$ cat config.mk
export PLATFORM = sky130hd
export DESIGN_NAME = sys_skew_feeder
export DESIGN_NICKNAME = d
export VERILOG_FILES = /design/src/rtl/sys_skew_feeder.sv
export SDC_FILE = /design/constraint.sdc
export NUM_CORES = 2
export LEC_CHECK = 0
export CELL_PAD_IN_SITES_DETAIL_PLACEMENT = 0
export CELL_PAD_IN_SITES_GLOBAL_PLACEMENT = 1
export CORE_ASPECT_RATIO = 1.5
export CORE_MARGIN = 4
export CORE_UTILIZATION = 40
export DETAILED_ROUTE_END_ITERATION = 7
export DONT_BUFFER_PORTS = 1
export GPL_TIMING_DRIVEN = 0
export HOLD_SLACK_MARGIN = 0.05
export MAX_ROUTING_LAYER = met4
export PLACE_DENSITY_LB_ADDON = 0.12
export SLEW_MARGIN = 20
export SYNTH_ARGS = -nofsm -noshare
export SYNTH_HDL_FRONTEND = slang
export SYNTH_SLANG_ARGS = --single-unit
$ cat constraint.sdc
create_clock -name clk -period 87.8 [get_ports clk]
set_clock_uncertainty 0.1 [all_clocks]
set_input_delay 8.78 -clock clk [delete_from_list [all_inputs] [get_ports clk]]
set_output_delay 8.78 -clock clk [all_outputs]
set_load 0.03 [all_outputs]
$ cat src/rtl/sys_skew_feeder.sv
// -----------------------------------------------------------------------------
// sys_skew_feeder
//
// Input stage in front of the systolic PE array. Accepts row-parallel
// activation vectors over a valid/ready handshake, buffers them in a small
// FIFO, and applies the diagonal systolic skew: lane i reaches the array i
// cycles after lane 0. After the last vector of a tile, zero vectors are
// flushed through the skew so that every partial sum in the array completes.
//
// Parameters
//   ROWS   number of activation lanes (array rows)
//   DW     bits per activation
//   DEPTH  input FIFO depth in vectors (power of two, >= 2)
//
// Ports
//   clk           clock, all state on the rising edge
//   rst           asynchronous active-high reset
//   in_valid      upstream vector valid
//   in_ready      feeder can accept a vector (depends on the stored count only)
//   in_vec        activation vector, lane 0 in the MSBs
//   in_last       marks the final vector of a tile, sampled with in_vec
//   out_a_bus     skewed activations to the array, same lane ordering
//   out_fire      array fire strobe, high for every pop/bubble/flush beat
//   busy          feeder is streaming or flushing a tile
//   done          one-cycle pulse after the final flush beat
//   underrun_cnt  bubbles inserted in the current tile, saturating
// -----------------------------------------------------------------------------
module sys_skew_feeder #(
    parameter int ROWS  = 16,
    parameter int DW    = 8,
    parameter int DEPTH = 4
) (
    input  logic                 clk,
    input  logic                 rst,
    input  logic                 in_valid,
    output logic                 in_ready,
    input  logic [ROWS*DW-1:0]   in_vec,
    input  logic                 in_last,
    output logic [ROWS*DW-1:0]   out_a_bus,
    output logic                 out_fire,
    output logic                 busy,
    output logic                 done,
    output logic [15:0]          underrun_cnt
);

    localparam int W   = ROWS * DW;
    localparam int AW  = (DEPTH > 1) ? $clog2(DEPTH) : 1;
    localparam int CW  = AW + 1;
    localparam int FCW = (ROWS > 1) ? $clog2(ROWS) : 1;

    typedef enum logic [1:0] {
        IDLE   = 2'd0,
        STREAM = 2'd1,
        FLUSH  = 2'd2
    } state_t;

    // ------------------------------------------------------------------
    // State
    // ------------------------------------------------------------------
    state_t             state_q, state_d;
    logic [CW-1:0]      count_q, count_d;
    logic [AW-1:0]      wr_ptr_q, wr_ptr_d;
    logic [AW-1:0]      rd_ptr_q, rd_ptr_d;
    logic [FCW-1:0]     flush_cnt_q, flush_cnt_d;
    logic               fire_q, fire_d;
    logic               done_q, done_d;
    logic [15:0]        underrun_q, underrun_d;

    // FIFO storage: {last, vector} per entry. The head is read
    // asynchronously because a pop must land in skew stage 0 on the same
    // edge; at this depth the array maps to distributed RAM.
    logic [W:0]         mem [0:DEPTH-1];
    logic [W:0]         head;

    logic               push;
    logic               pop;
    logic [W-1:0]       entry_vec;   // vector entering skew stage 0 this edge

    assign head     = mem[rd_ptr_q];
    assign in_ready = (count_q < CW'(DEPTH));
    assign push     = in_valid && in_ready;
    assign pop      = (state_q == STREAM) && (count_q != '0);

    // ------------------------------------------------------------------
    // Next-state logic
    // ------------------------------------------------------------------
    always_comb begin
        state_d     = state_q;
        flush_cnt_d = flush_cnt_q;
        fire_d      = 1'b0;
        done_d      = 1'b0;
        underrun_d  = underrun_q;
        entry_vec   = '0;

        case (state_q)
            IDLE: begin
                // Entry edge only arms the stream; the first pop is on the
                // following edge. The bubble count belongs to the new tile.
                if (count_q != '0) begin
                    state_d    = STREAM;
                    underrun_d = '0;
                end
            end

            STREAM: begin
                fire_d = 1'b1;
                if (pop) begin
                    entry_vec = head[W-1:0];
                    if (head[W]) begin
                        if (ROWS == 1) begin
                            // Nothing to drain behind a single lane.
                            state_d = IDLE;
                            done_d  = 1'b1;
                        end else begin
                            state_d     = FLUSH;
                            flush_cnt_d = FCW'(ROWS - 1);
                        end
                    end
                end else if (underrun_q != 16'hFFFF) begin
                    // FIFO ran dry mid-tile: a zero vector goes in instead.
                    underrun_d = underrun_q + 16'd1;
                end
            end

            FLUSH: begin
                // Zeros enter the skew; this beat is the last one when the
                // counter is about to reach zero.
                fire_d      = 1'b1;
                flush_cnt_d = flush_cnt_q - FCW'(1);
                if (flush_cnt_q == FCW'(1)) begin
                    state_d = IDLE;
                    done_d  = 1'b1;
                end
            end

            default: begin
                state_d = IDLE;
            end
        endcase
    end

    // FIFO bookkeeping. Pointers wrap naturally since DEPTH is a power of two.
    always_comb begin
        wr_ptr_d = push ? (wr_ptr_q + AW'(1)) : wr_ptr_q;
        rd_ptr_d = pop  ? (rd_ptr_q + AW'(1)) : rd_ptr_q;
        count_d  = count_q;
        case ({push, pop})
            2'b10:   count_d = count_q + CW'(1);
            2'b01:   count_d = count_q - CW'(1);
            default: count_d = count_q;
        endcase
    end

    // ------------------------------------------------------------------
    // Control registers
    // ------------------------------------------------------------------
    always_ff @(posedge clk or posedge rst) begin
        if (rst) begin
            state_q     <= IDLE;
            count_q     <= '0;
            wr_ptr_q    <= '0;
            rd_ptr_q    <= '0;
            flush_cnt_q <= '0;
            fire_q      <= 1'b0;
            done_q      <= 1'b0;
            underrun_q  <= '0;
        end else begin
            state_q     <= state_d;
            count_q     <= count_d;
            wr_ptr_q    <= wr_ptr_d;
            rd_ptr_q    <= rd_ptr_d;
            flush_cnt_q <= flush_cnt_d;
            fire_q      <= fire_d;
            done_q      <= done_d;
            underrun_q  <= underrun_d;
        end
    end

    // FIFO data array, no reset needed: entries are only read once written.
    always_ff @(posedge clk) begin
        if (push) begin
            mem[wr_ptr_q] <= {in_last, in_vec};
        end
    end

    // ------------------------------------------------------------------
    // Diagonal skew. Lane gi owns a chain of gi+1 registers: stage 0 is the
    // shared pop stage, the remaining gi stages provide the diagonal delay.
    // Outside STREAM/FLUSH entry_vec is zero, so the chains drain to zero.
    // ------------------------------------------------------------------
    genvar gi;
    generate
        for (gi = 0; gi < ROWS; gi++) begin : g_lane
            logic [DW-1:0] lane_q [0:gi];
            logic [DW-1:0] lane_d [0:gi];

            always_comb begin
                lane_d[0] = entry_vec[W-1-DW*gi -: DW];
                for (int j = 1; j <= gi; j++) begin
                    lane_d[j] = lane_q[j-1];
                end
            end

            always_ff @(posedge clk or posedge rst) begin
                if (rst) begin
                    for (int j = 0; j <= gi; j++) begin
                        lane_q[j] <= '0;
                    end
                end else begin
                    for (int j = 0; j <= gi; j++) begin
                        lane_q[j] <= lane_d[j];
                    end
                end
            end

            assign out_a_bus[W-1-DW*gi -: DW] = lane_q[gi];
        end
    endgenerate

    // ------------------------------------------------------------------
    // Outputs
    // ------------------------------------------------------------------
    assign out_fire     = fire_q;
    assign done         = done_q;
    assign busy         = (state_q != IDLE);
    assign underrun_cnt = underrun_q;

endmodule

Word-level counts from Yosys, hierarchy flattened:

Memories as Yosys holds them, arrays and structs flattened.
Cells that the tools add are included.

* register bits after elaboration: 1119
* bits in writable memories: 516
* bits of input ports: 132
* output and inout bits: 148
* word-level logic and storage cells: 196
* memories kept: 1

Memory list
* mem: depth 4, bits a word 129, rd ports 1, clocked after memory_dff 0, write ports 1, RTL line 72 `logic [W:0] mem [0:DEPTH-1];`

* add/sub/neg operators: 6
* magnitude comparators: 1
* equality and inequality tests: 12
* mux-type cells: 20
* reduce and logical (&&, ||, !) cells: 12

Operators with widths (number)
* 128-bit 2-to-1 mux: 2
* 16-bit 2-to-1 mux: 3
* 16-bit case mux with 2 select lines: 1
* 16-bit by 1-bit adder with 16-bit output, second input constant: 1
* 16-bit != test, second input constant: 1
* 2-bit != test, second input constant: 5
* 2-bit 2-to-1 mux: 4
* 4-bit 2-to-1 mux: 2
* 4-bit case mux with 2 select lines: 1
* 4-bit AND reduction: 2
* 2-bit nonzero test: 4
* 2-bit case mux with 3 select lines: 1
* 3-bit case mux with 2 select lines: 1
* 1-bit 2-to-1 mux: 5
* 2-bit by 1-bit adder with 2-bit output, second input constant: 2
* 2-bit by 1-bit == test with 1-bit output, second input constant: 2
* 2-bit == test, second input constant: 2
* 4-bit by 1-bit == test with 1-bit output, second input constant: 1
* 4-bit by 1-bit subtractor with 4-bit output, second input constant: 1
* 3-bit by 1-bit adder with 3-bit output, second input constant: 1
* 3-bit < comparator, second input constant: 1
* 3-bit AND reduction: 1
* 3-bit nonzero test: 1
* 3-bit by 1-bit subtractor with 3-bit output, second input constant: 1
* 4 further kinds: 5

Logic depth before layout (Yosys ltp):

* depth in word-level cells: 4
* depth in mapped cells: 10
* gate-level depth less buffers: 9

Least setup slack after synthesis:

OpenSTA, ideal clock, no wires.

* path kind: input -> register
* from: in in_valid
* to: mem mem[0][0] (netlist bit) (enable)
* library setup time: 0.503 ns
* arrival time: 12.115 ns
* data required time: 87.197 ns
* setup slack: 75.081 ns
* stages on the path: 3
* buffers on the path: 1
* cells stage by stage: nor2b_1 clkbuf_1 and2_1

* word-level cells in the longest chain between the ends: 3

Ends and longest elaborated chain
* from (decl): RTL line 35 `input logic in_valid,`
* 1-bit logical AND: RTL line 81 `assign push = in_valid && in_ready;`
* 1-bit 2-to-1 mux: RTL line 181 `if (push) begin`
* 1-bit 2-to-1 mux (not written as such): RTL line 182 `mem[wr_ptr_q] <= {in_last, in_vec};`
* to (decl): RTL line 72

No other way between the ends.

==> impl.org <==
** Timing
- The tightest hold path in the finished design has a slack of 0.232 ns.
- Final Max Tran Viols :: 0
- Setup slack closes at 76.24 ns.
- Setup violations remaining at the end of the flow were counted as 0.
- Sum of negative setup slack :: 0 ns
- Max Clock Freq :: 86.5 MHz
- Number of hold-slack violations in the final timing report :: 0
- The worst path in the final design needs a cycle of 11.56 ns, including I/O delays and setup.
- Of the available clock period, the critical path in the final layout requires 0.132.
- Setup repair after global routing left no endpoint under its margin.
- In this run the tightest slew margin relative to its limit is 0.320.
- Worst-margin pin slew :: 1.02 ns

** Final layout
- Synth-to-layout area growth :: 15.6%
- Total Nets Final :: 2,438
- Fraction of layout instances using a drive strength above 1 :: 0.169
- Fill cell total of the finished layout :: 10,000
- Filler-free cell count of the finished design :: 4,001
- Final standard cell utilization of the core :: 0.465

** Clocking
- Clock-pin slew was measured on the worst setup and hold paths at 0.06 ns.
- Number of instances resized during post-cts repair :: 0
- CTS H-tree depth :: 4
- The clock passes through at most 3 buffers.
- Clock buffers created by TritonCTS :: 151
- TritonCTS clock tree :: done
- After clock tree synthesis, the setup repair step added 0 buffers.
- Clk Latency, worst-skew pair :: 0.74 ns
- Clock root buffer master :: clkbuf_16
- Hold repair after CTS inserted 0 buffers.
- Clock tree synthesis found a total of 1,635 sinks.

** Setup path
- Slowest cell on the critical path :: buf_16
- Critical Path Max Stage Delay :: 0.48 ns
- The cell family contributing the most delay on the critical path is buffers and inverters.
- STA classifies the critical path startpoint as an input port.
- STA classifies the critical path endpoint as an asynchronous set/reset pin.
- Maximum fanout along the worst path :: 113
- Arrival time worst endpoint :: 12.29 ns
- For the worst setup path, the data required time is 88.53 ns.
- Most Frequent Cell on Critical Path :: buf_16
- The critical path goes through inv_8, buf_16, buf_16, buf_16, buf_16, buf_16, buf_16.
- CP Class :: in -> async
- Crit path buffers/inverters :: 7

** Pwr
- Summed over all cells, the static leakage comes to 0.0246 µW.
- Of the total power, the clock network draws 0.320.
- P_sw :: 514 µW
- The share of total power dissipated in combinational logic is 0.111.
- Of the total power, the share spent switching nets is 0.257.
- Internal power comes to 1490 µW.
- Power spread over the standard cell area amounts to 35.7 nW/µm².
- Sequential power share :: 0.570
- The worst-case IR drop observed on VDD is 0.0220 mV.

** Logic synthesis
- Number of synthesis warnings :: 0
- Fraction of registers with async set or reset after synthesis :: 0.684
- Among all flip-flop cells after synthesis, the most frequent one is dfrtp_1.
- Area leader, netlist :: dfrtp_1
- Count of state elements after synthesis :: 1,635
- The share of the Yosys chip area taken by registers is 0.896.
- Summing every instance area after synthesis gives 48,500 µm².
- The number of nets handed over by synthesis was 2,262.
- Proportion of netlist area held by the largest area contributor :: 0.577
- Number of library cell types mapped by synthesis :: 56
- Mapped Cells :: 2,118
- Yosys mapped a number of flops with a built-in enable equal to 516.
- Average size of a mapped cell :: 22.9 µm²
- After synthesis, the cell types taking the most area are dfrtp_1, edfxtp_1, mux4_2.

** Placed design
- Counting tap cells, the placed design contains a total of 3,721 instances.
- Hpwl dp :: 48,600 µm
- Input and output buffers added on the ports amount to 0.
- At the end of routability-driven placement, the weighted congestion stood at 0.746.
- Timing analysis after detailed placement gives a worst setup slack of 75.32 ns.

** GRT
- In the global route stage, overall resource usage came out at 0.139.
- Via count of the first global-routing pass :: 20,900
- The first global-routing pass estimated 128,000 µm of wire.
- Congestion Overflow GR :: 0
- The number of antenna violations at the first check in global routing came to 7.
- Largest net degree at the start of global routing :: 114

** Die
- Area of the die :: 127,000 µm²
- FP Rows :: 156
- The floorplan step set the die height to 435 µm.
- Die Width :: 292 µm
- Core Box Area :: 121,000 µm²
- In this run the count of I/O pins placed on the die edge is 280.
- Initial core utilization :: 0.402

** Route
- Post-detailed-routing wire length :: 82,400 µm
- Detail Route Antenna Nets :: 0
- Using the TritonRoute via totals, the vias-per-cell ratio works out to 4.62.
- Vias post-DR :: 18,500
- In the final routed layout, each cell accounts on average for 20.6 µm.
- Iteration-0 DRC Markers :: 927
- For this run, the detailed router's first-pass iteration total came to 6.
- Residual DRC :: 0

** Worst hold path
- Path category of the worst min-delay check :: reg -> reg

** Status
- Run status :: finished, final reports clean

** Run
- Number of maximum-capacitance constraint violations :: 0
[stage by stage]
| stage | area (µm²) | power [µW] |
|---|---|---|
| after detailed placement | 51100 | 1390 |
| after global placement | 50500 | 1400 |
| after CTS | 56100 | 2040 |
| after global routing | 56100 | 2110 |
| final | 56100 | 2000 |
| after floorplan | 48500 | 1300 |
[placed cells by master, fill, tap and decap left out, drive strengths merged, types with 11 or more instances in the layout]
master | Yosys | final
dfrtp | 1119 | 1119
edfxtp | 516 | 516
clkbuf | 42 | 265
mux4 | 129 | 129
and3 | 128 | 128
buf | 22 | 45
clkinv | 0 | 35
inv | 21 | 29
nand2 | 21 | 21
ha | 11 | 11
[worst paths after layout]
kind,from,endpoint,slack (ns),cells past startpoint
max in group clk,state_q[0]$_DFFE_PP0P_,busy,77.08,3
min in group asynchronous,rst,out_a_bus[67]$_DFF_PP0_,7.85,1
hold reg to reg,g_lane[9].lane_d[50]$_DFF_PP0_,g_lane[9].lane_d[42]$_DFF_PP0_,0.23,0
setup / recovery,rst,g_lane[15].lane_d[67]$_DFF_PP0_,76.24,7
setup reg to reg,rd_ptr_q[0]$_DFFE_PP0N_,g_lane[6].lane_d[40]$_DFF_PP0_,84.78,5
hold / removal,g_lane[9].lane_d[50]$_DFF_PP0_,g_lane[9].lane_d[42]$_DFF_PP0_,0.23,0
[Yosys cell counts (3+ instances only)]
| master | number |
|---|---|
| nand2_1 | 21 |
| nand3b_1 | 3 |
| and2_1 | 6 |
| ha_1 | 11 |
| a31oi_1 | 3 |
| dfrtp_1 | 1119 |
| nor4_1 | 4 |
| nor3_1 | 5 |
| buf_2 | 14 |
| clkbuf_1 | 42 |
| o21ai_0 | 3 |
| a21oi_1 | 3 |
| o2111ai_1 | 3 |
| buf_1 | 8 |
| a211o_1 | 3 |
| nor2b_1 | 5 |
| mux2i_1 | 3 |
| mux4_2 | 129 |
| nand4_1 | 3 |
| o21a_1 | 3 |
| nand3_1 | 8 |
| edfxtp_1 | 516 |
| and3_1 | 128 |
| xnor2_1 | 4 |
| nor2_1 | 6 |
| nor3b_1 | 3 |
| inv_1 | 21 |
| o22a_1 | 5 |
[worst register-to-register path, delay by kind of cell (launching register included)]
| family | cells | cell delay, ns |
|---|---|---|
| muxes | 1 | 0.56 |
| DFF | 1 | 0.32 |
| and+or+nand+nor | 1 | 0.19 |
| buffers and inverters | 3 | 1.72 |
[area by class of cell]
type | count | area (µm²) | share of cell area
Clock inverter | 54 | 498 | 0.00888
Tap cell | 1580 | 1980 | 0.0352
Buffer | 64 | 262 | 0.00466
Timing Repair Buffer | 23 | 588 | 0.0105
Clock buffer | 223 | 4460 | 0.0795
Antenna cell | 3 | 7.51 | 0.000134
Inverter | 21 | 86.3 | 0.00154
Sequential cell | 1635 | 43500 | 0.775
Multi-Input combinational cell | 398 | 4720 | 0.0842
[power by group through the flow]
stage          clock (µW)  combinational (µW)  sequential (µW)
3_3_place_gp            0                 221             1170
5_1_grt               698                 246             1160
6_report              639                 221             1140
3_5_place_dp            0                 232             1160
4_1_cts               665                 232             1150
2_1_floorplan           0                 154             1140
[per-layer routing]
metal | up-vias | global-route usage | part of all wire
li1 | 7995 | - | -
met1 | 9909 | 0.161 | 0.39
met2 | 421 | 0.219 | 0.50
met3 | 154 | 0.0557 | 0.087
met4 | 0 | 0.0524 | 0.029
met5 | - | - | 0
[logic make-up after synthesis]
group	synth area share
compound gates	0.00693
xor+xnor	0.00108
fa+ha+maj	0.00325
buf+inv	0.00693
flops	0.896
mux	0.0607
simple gates	0.0251
[sequential cells by signal (all words and copies together), names as in the netlist, 3 cells and up]
name and count:
count_q 3, flush_cnt_q 4, g_lane.lane_d 960, g_lane.lane_q 8, mem 516, out_a_bus 120
underrun_cnt 16
(Power assumes the default switching activity.)
